===== src/rtl/sram_byte_stream.sv =====
// Byte-wide streaming port onto a single 1rw SRAM macro. A command-loaded byte pointer
// selects word and lane; reads land in a held output register two edges after issue.
module sram_byte_stream #(
    parameter int WORD_BYTES = 4,
    parameter int ADDR_W     = 9
) (
    input  logic                    clk,
    input  logic                    rst_n,
    input  logic                    ena,
    input  logic [7:0]              ui_in,
    input  logic [7:0]              uio_in,
    output logic [7:0]              uo_out,
    output logic [7:0]              uio_out,
    output logic [7:0]              uio_oe,
    output logic                    ram_clk0,
    output logic                    ram_csb0,
    output logic                    ram_web0,
    output logic [WORD_BYTES-1:0]   ram_wmask0,
    output logic [ADDR_W-1:0]       ram_addr0,
    output logic [8*WORD_BYTES-1:0] ram_din0,
    input  logic [8*WORD_BYTES-1:0] ram_dout0
);
    localparam int LANE_W = $clog2(WORD_BYTES);
    localparam int SEL_W  = (LANE_W > 0) ? LANE_W : 1;
    localparam int PTR_W  = ADDR_W + LANE_W;

    localparam logic [1:0] CMD_RD = 2'b00;
    localparam logic [1:0] CMD_WR = 2'b01;
    localparam logic [1:0] CMD_LO = 2'b10;

    logic [PTR_W-1:0] ptr_q, ptr_d;
    logic [SEL_W-1:0] sel_q, sel_d;
    logic [7:0]       data_q, data_d;
    logic             rd_pend_q, rd_pend_d;

    logic [1:0]       cmd;
    logic             issue;
    logic [SEL_W-1:0] lane;
    logic [7:0]       rd_byte;
    logic             unused_bits;

    assign cmd         = ui_in[7:6];
    // rst_n gates issue so the array is never selected while reset is held
    assign issue       = ui_in[5] & ena & rst_n;
    assign unused_bits = ^ui_in[3:0];

    generate
        if (LANE_W > 0) begin : g_lane
            assign lane = ptr_q[LANE_W-1:0];
        end else begin : g_no_lane
            assign lane = '0;
        end
    endgenerate

    assign ram_clk0  = clk;
    assign ram_addr0 = ptr_q[PTR_W-1 -: ADDR_W];
    assign ram_din0  = {WORD_BYTES{uio_in}};
    assign uo_out    = data_q;
    assign uio_out   = 8'h00;
    assign uio_oe    = 8'h00;

    always_comb begin
        rd_byte = 8'h00;
        for (int i = 0; i < WORD_BYTES; i++) begin
            if (sel_q == SEL_W'(i)) rd_byte = ram_dout0[8*i +: 8];
        end
    end

    always_comb begin
        ram_csb0   = 1'b1;
        ram_web0   = 1'b1;
        ram_wmask0 = '0;
        ptr_d      = ptr_q;
        sel_d      = sel_q;
        rd_pend_d  = 1'b0;
        // a capture pending from the previous edge completes whatever is issued now
        data_d     = rd_pend_q ? rd_byte : data_q;
        if (issue) begin
            case (cmd)
                CMD_RD: begin
                    ram_csb0  = 1'b0;
                    sel_d     = lane;
                    rd_pend_d = 1'b1;
                    if (ui_in[4]) ptr_d = ptr_q + PTR_W'(1);
                end
                CMD_WR: begin
                    ram_csb0   = 1'b0;
                    ram_web0   = 1'b0;
                    ram_wmask0 = WORD_BYTES'(1) << lane;
                    if (ui_in[4]) ptr_d = ptr_q + PTR_W'(1);
                end
                CMD_LO: ptr_d[7:0] = uio_in;
                default: ptr_d[PTR_W-1:8] = uio_in[PTR_W-9:0];
            endcase
        end
    end

    always_ff @(posedge clk or negedge rst_n) begin
        if (!rst_n) begin
            ptr_q     <= '0;
            sel_q     <= '0;
            data_q    <= 8'h00;
            rd_pend_q <= 1'b0;
        end else begin
            ptr_q     <= ptr_d;
            sel_q     <= sel_d;
            data_q    <= data_d;
            rd_pend_q <= rd_pend_d;
        end
    end

endmodule


===== config.mk =====
export PLATFORM = sky130hd
export DESIGN_NAME = sram_byte_stream
export DESIGN_NICKNAME = d
export VERILOG_FILES = /design/src/rtl/sram_byte_stream.sv
export SDC_FILE = /design/constraint.sdc
export NUM_CORES = 1
export LEC_CHECK = 0
export BUFFER_PORTS_ARGS = -buffer_cell sky130_fd_sc_hd__buf_2
export CORE_AREA = 2 2 70 72
export DETAILED_ROUTE_END_ITERATION = 8
export DIE_AREA = 0 0 72 74
export PLACE_DENSITY = 0.79
export SLEW_MARGIN = 20
export SYNTH_ARGS = -nofsm -noshare
export SYNTH_HDL_FRONTEND = slang
export SYNTH_SLANG_ARGS = --single-unit

===== constraint.sdc =====
create_clock -name clk -period 1.6 [get_ports clk]
set_input_delay 0.08 -clock clk [delete_from_list [all_inputs] [get_ports clk]]
set_output_delay 0.08 -clock clk [all_outputs]
set_load 0.03 [all_outputs]

==> results by group <==
Setup path
  • Worst endpoint required time: ~1.5 ns
  • Worst setup path class: flop to output port
  • R2R Setup Slk: 0.15 ns
  • Reg2Reg Depth: 2
  • Worst r2r src: sel_q[0]
  • Crit Path Max Fanout: 6
  • Worst R2R End: uo_out[2]
  • Critical path launch point: ptr_q[1]
  • Endpoint class of the critical path: output port
  • Slowest cell delay on critical path: 0.40 ns
  • Slowest CP cell: dfrtp_1
  • WP data arrival: 1.42 ns
  • CP startpoint kind: flop
  • Critical Path, Cell by Cell: buf_4 > inv_1 > ha_1 > and2_1 > buf_2

Finish
  • FILL cells: approximately 440
  • Layout cell share with drive strength beyond 1: 54.65%
  • Area Growth Syn to Fin: 17.79%
  • ANT cells: 0
  • Footprint of the multi-input gates: 884.6 µm²
  • Layout Utilization: about half
  • Final instance area: 0.002212 mm²
  • Storage cell area: between 500 and 600 µm²
  • Final #Nets: 314

Clocking
  • Clock transition at path regs: 0.09 ns
  • Clk Latency, worst-skew pair: between 0.3 and 0.4 ns
  • Postcts setup bufs: 0
  • CTS tree: done

Routing
  • Via density: between 4 and 5
  • Met3 wire length: roughly 260 µm
  • Vias: between 1500 and 2000
  • Detail Route Antenna Nets: 0
  • Metal2 WL: roughly 2300 µm
  • Wirelength per Cell: between 10 and 15 µm
  • Drt first pass iters: 4
  • Metal-1 WL: approximately 1700 µm
  • Drt first-iter violations: about 110
  • Total wire length: ~4300 µm
  • Highest metal used: met4
  • DRC violations left: 0

Die
  • Core Rows: 25
  • Total die area: about 0.0053 mm²
  • Initial Util: between 40% and 50%
  • I/O pin count: about 120
  • Die W: between 70 and 80 µm
  • Core area: between 0.004 and 0.005 mm²
  • Chip height: between 70 and 80 µm

Power and ir drop
  • Peak VDD IR: ~0.48 mV
  • Pwr Total: 3292 µW
  • Leakage: 0.001139 µW
  • PwrDens: about 1500 mW/mm²

Timing
  • Final critical-path required period: roughly 1.5 ns
  • Max Clk Rate: between 0.6 and 0.7 GHz
  • Final setup viols: 0
  • Final hold violations: 0
  • Tcrit/Tclk final: around 94%
  • Clk_skew: roughly 0.0035 ns
  • RSZ-0062 raised after global routing: false
  • Max Slew Vio Count: 0
  • Setup WS post-layout: between 0.09 and 0.1 ns

GRT
  • Gr usage total: between 15 and 20%
  • Global-route wire length before repair: roughly 6700 µm
  • Pin count of the biggest net entering global routing: 19
  • GRT overflow: 0
  • Vias in the first global route: between 1000 and 1500
  • Antenna violations before repair: 0

Min path
  • Min-delay src: uio_in[2]
  • Hold Crit Class: input pin to flop
  • Hold Path Depth: 3
  • Hold EP: ptr_q[10]

Yosys
  • Sequential area share after synthesis: 29.31%
  • Distinct cells, synth: 33
  • Leading area contributor after synthesis: dfrtp_1
  • Synth Warn #: 0
  • Top cells by area, synth: dfrtp_1 (29%), buf_4 (23%), mux4_2 (9.6%)
  • Most used DFF post-synth: dfrtp_1
  • Synthesized area per cell: between 9 and 10 µm²
  • Synth top area share: a little under 30%
  • EDFF count, synth: 0
  • Mapped cell area: around 0.0019 mm²
  • Flops & latches, synth: 22
  • Async SR Flop Fraction: 100.0%
  • Synth Instances: about 190

Flow run
  • Max-capacitance violation count: 0

Place
  • Pre-CTS setup slack: -0.01601 ns
  • Placer Congestion: between 0.7 and 0.8
  • Detailed placer's ending HPWL: approximately 3400 µm
  • Area post-placement: around 0.0021 mm²
  • Port-buffer cells: around 100

Run status
  • Outcome: finished clean
cells in the mapped netlist, types with 2 or more instances:
master,number
a21oi_1,13
a21oi_2,2
and2_1,4
and3_1,2
and4b_1,2
buf_2,2
buf_4,58
buf_6,3
clkbuf_1,2
dfrtp_1,22
ha_1,4
inv_1,4
mux2_2,2
mux2_4,8
mux4_2,8
nand2_1,8
nand2b_1,3
nand3_1,9
nand4_1,2
nor2_1,7
nor3_1,4
o21ai_0,5
o22ai_1,7
what timing repair did:
item	4_1_cts	5_1_grt
endpoints found under the hold margin	23	0
endpoints found under the setup margin	8	3
pin swaps	0	0
resized for setup	1	5
hold buffers	2	0
cells by family (layout without fill, tap and decap cells):
| logic type | count (synthesis) | count (layout) | share of synthesized area [%] |
|---|---|---|---|
| compound gates | 31 | 31 | 10.19 |
| fa+ha+maj | 4 | 4 | 2.665 |
| buf+inv | 69 | 121 | 26.72 |
| flops | 22 | 22 | 29.31 |
| mux | 19 | 19 | 17.72 |
| other cells | 1 | 16 | 0.1997 |
| simple gates | 45 | 45 | 13.19 |
sequential cells by signal, summed over array words and instances (netlist names):
signal	cells
ptr_q	11
rd_pend_q	1
sel_q	2
uo_out	8
routing by layer:
metal,vias to the layer above,global-route usage (%)
li1,734,-
met1,705,19.80
met2,71,27.88
met3,4,2.846
met4,0,7.128
met5,-,0
placed cells by master (no fill, tap or decap):
cell type	n
mux4_2	8
o21ai_0	5
dfrtp_1	21
nand3_1	9
nor2_2	1
and2_1	4
buf_4	8
conb_1	16
nand2b_4	1
and3_1	2
o21ai_2	1
mux2i_1	1
nand2_1	8
a21oi_1	13
inv_1	4
ha_1	4
nor2_1	6
dlygate4sd3_1	2
and4b_1	2
o22ai_1	7
mux2_2	2
or2_2	1
nand2b_1	3
nand4b_1	1
dfrtp_2	1
o21bai_1	1
a211oi_1	1
clkbuf_8	6
a21oi_2	2
mux2_4	8
bufinv_16	1
buf_2	100
nand4_1	2
a21oi_4	1
nor3_1	4
and4_1	1
critical path: cells and delay by family, from the launching register on:
kind                     cells  cell delay (ns)
adder cells (fa/ha/maj)      1             0.13
AND/OR/NAND/NOR              1             0.11
buffers and inverters        3             0.42
flip-flops                   1             0.40
final cells by class:
type / count / area share [%]
multi-input combinational: 115 / 39.99
clock buffer: 7 / 3.959
inverter: 4 / 0.6787
timing repair buffer: 109 / 26.02
clock inverter: 1 / 1.357
tap: 54 / 3.054
sequential: 22 / 24.94
through the flow:
step	hold WS [ns]	cells	TNS, ns
CTS	0.04564	312	0
floorplan	-0.2156	206	0
global placement	0.04113	303	0
finish	0.04878	312	0
global route	0.07457	312	0
detailed placement	0.04125	303	-0.02265
where the power goes:
part / internal (µW) / total, µW / leakage [µW] / switching [µW]
clock: 510 / 787 / 0.0000612 / 277
combinational: 642 / 1490 / 0.000808 / 846
sequential: 758 / 1020 / 0.000269 / 260
worst max path at each step:
stage	to	slack, ns	cells after the start
2_1_floorplan	uo_out[0]	0.26	3
3_3_place_gp	uo_out[6]	0.02	2
3_5_place_dp	uo_out[2]	-0.02	2
4_1_cts	ram_wmask0[2]	0.06	5
5_1_grt	ram_wmask0[1]	0.004	5
6_report	ram_wmask0[1]	0.1	5
Note: power is estimated with default switching activity, not from simulation.
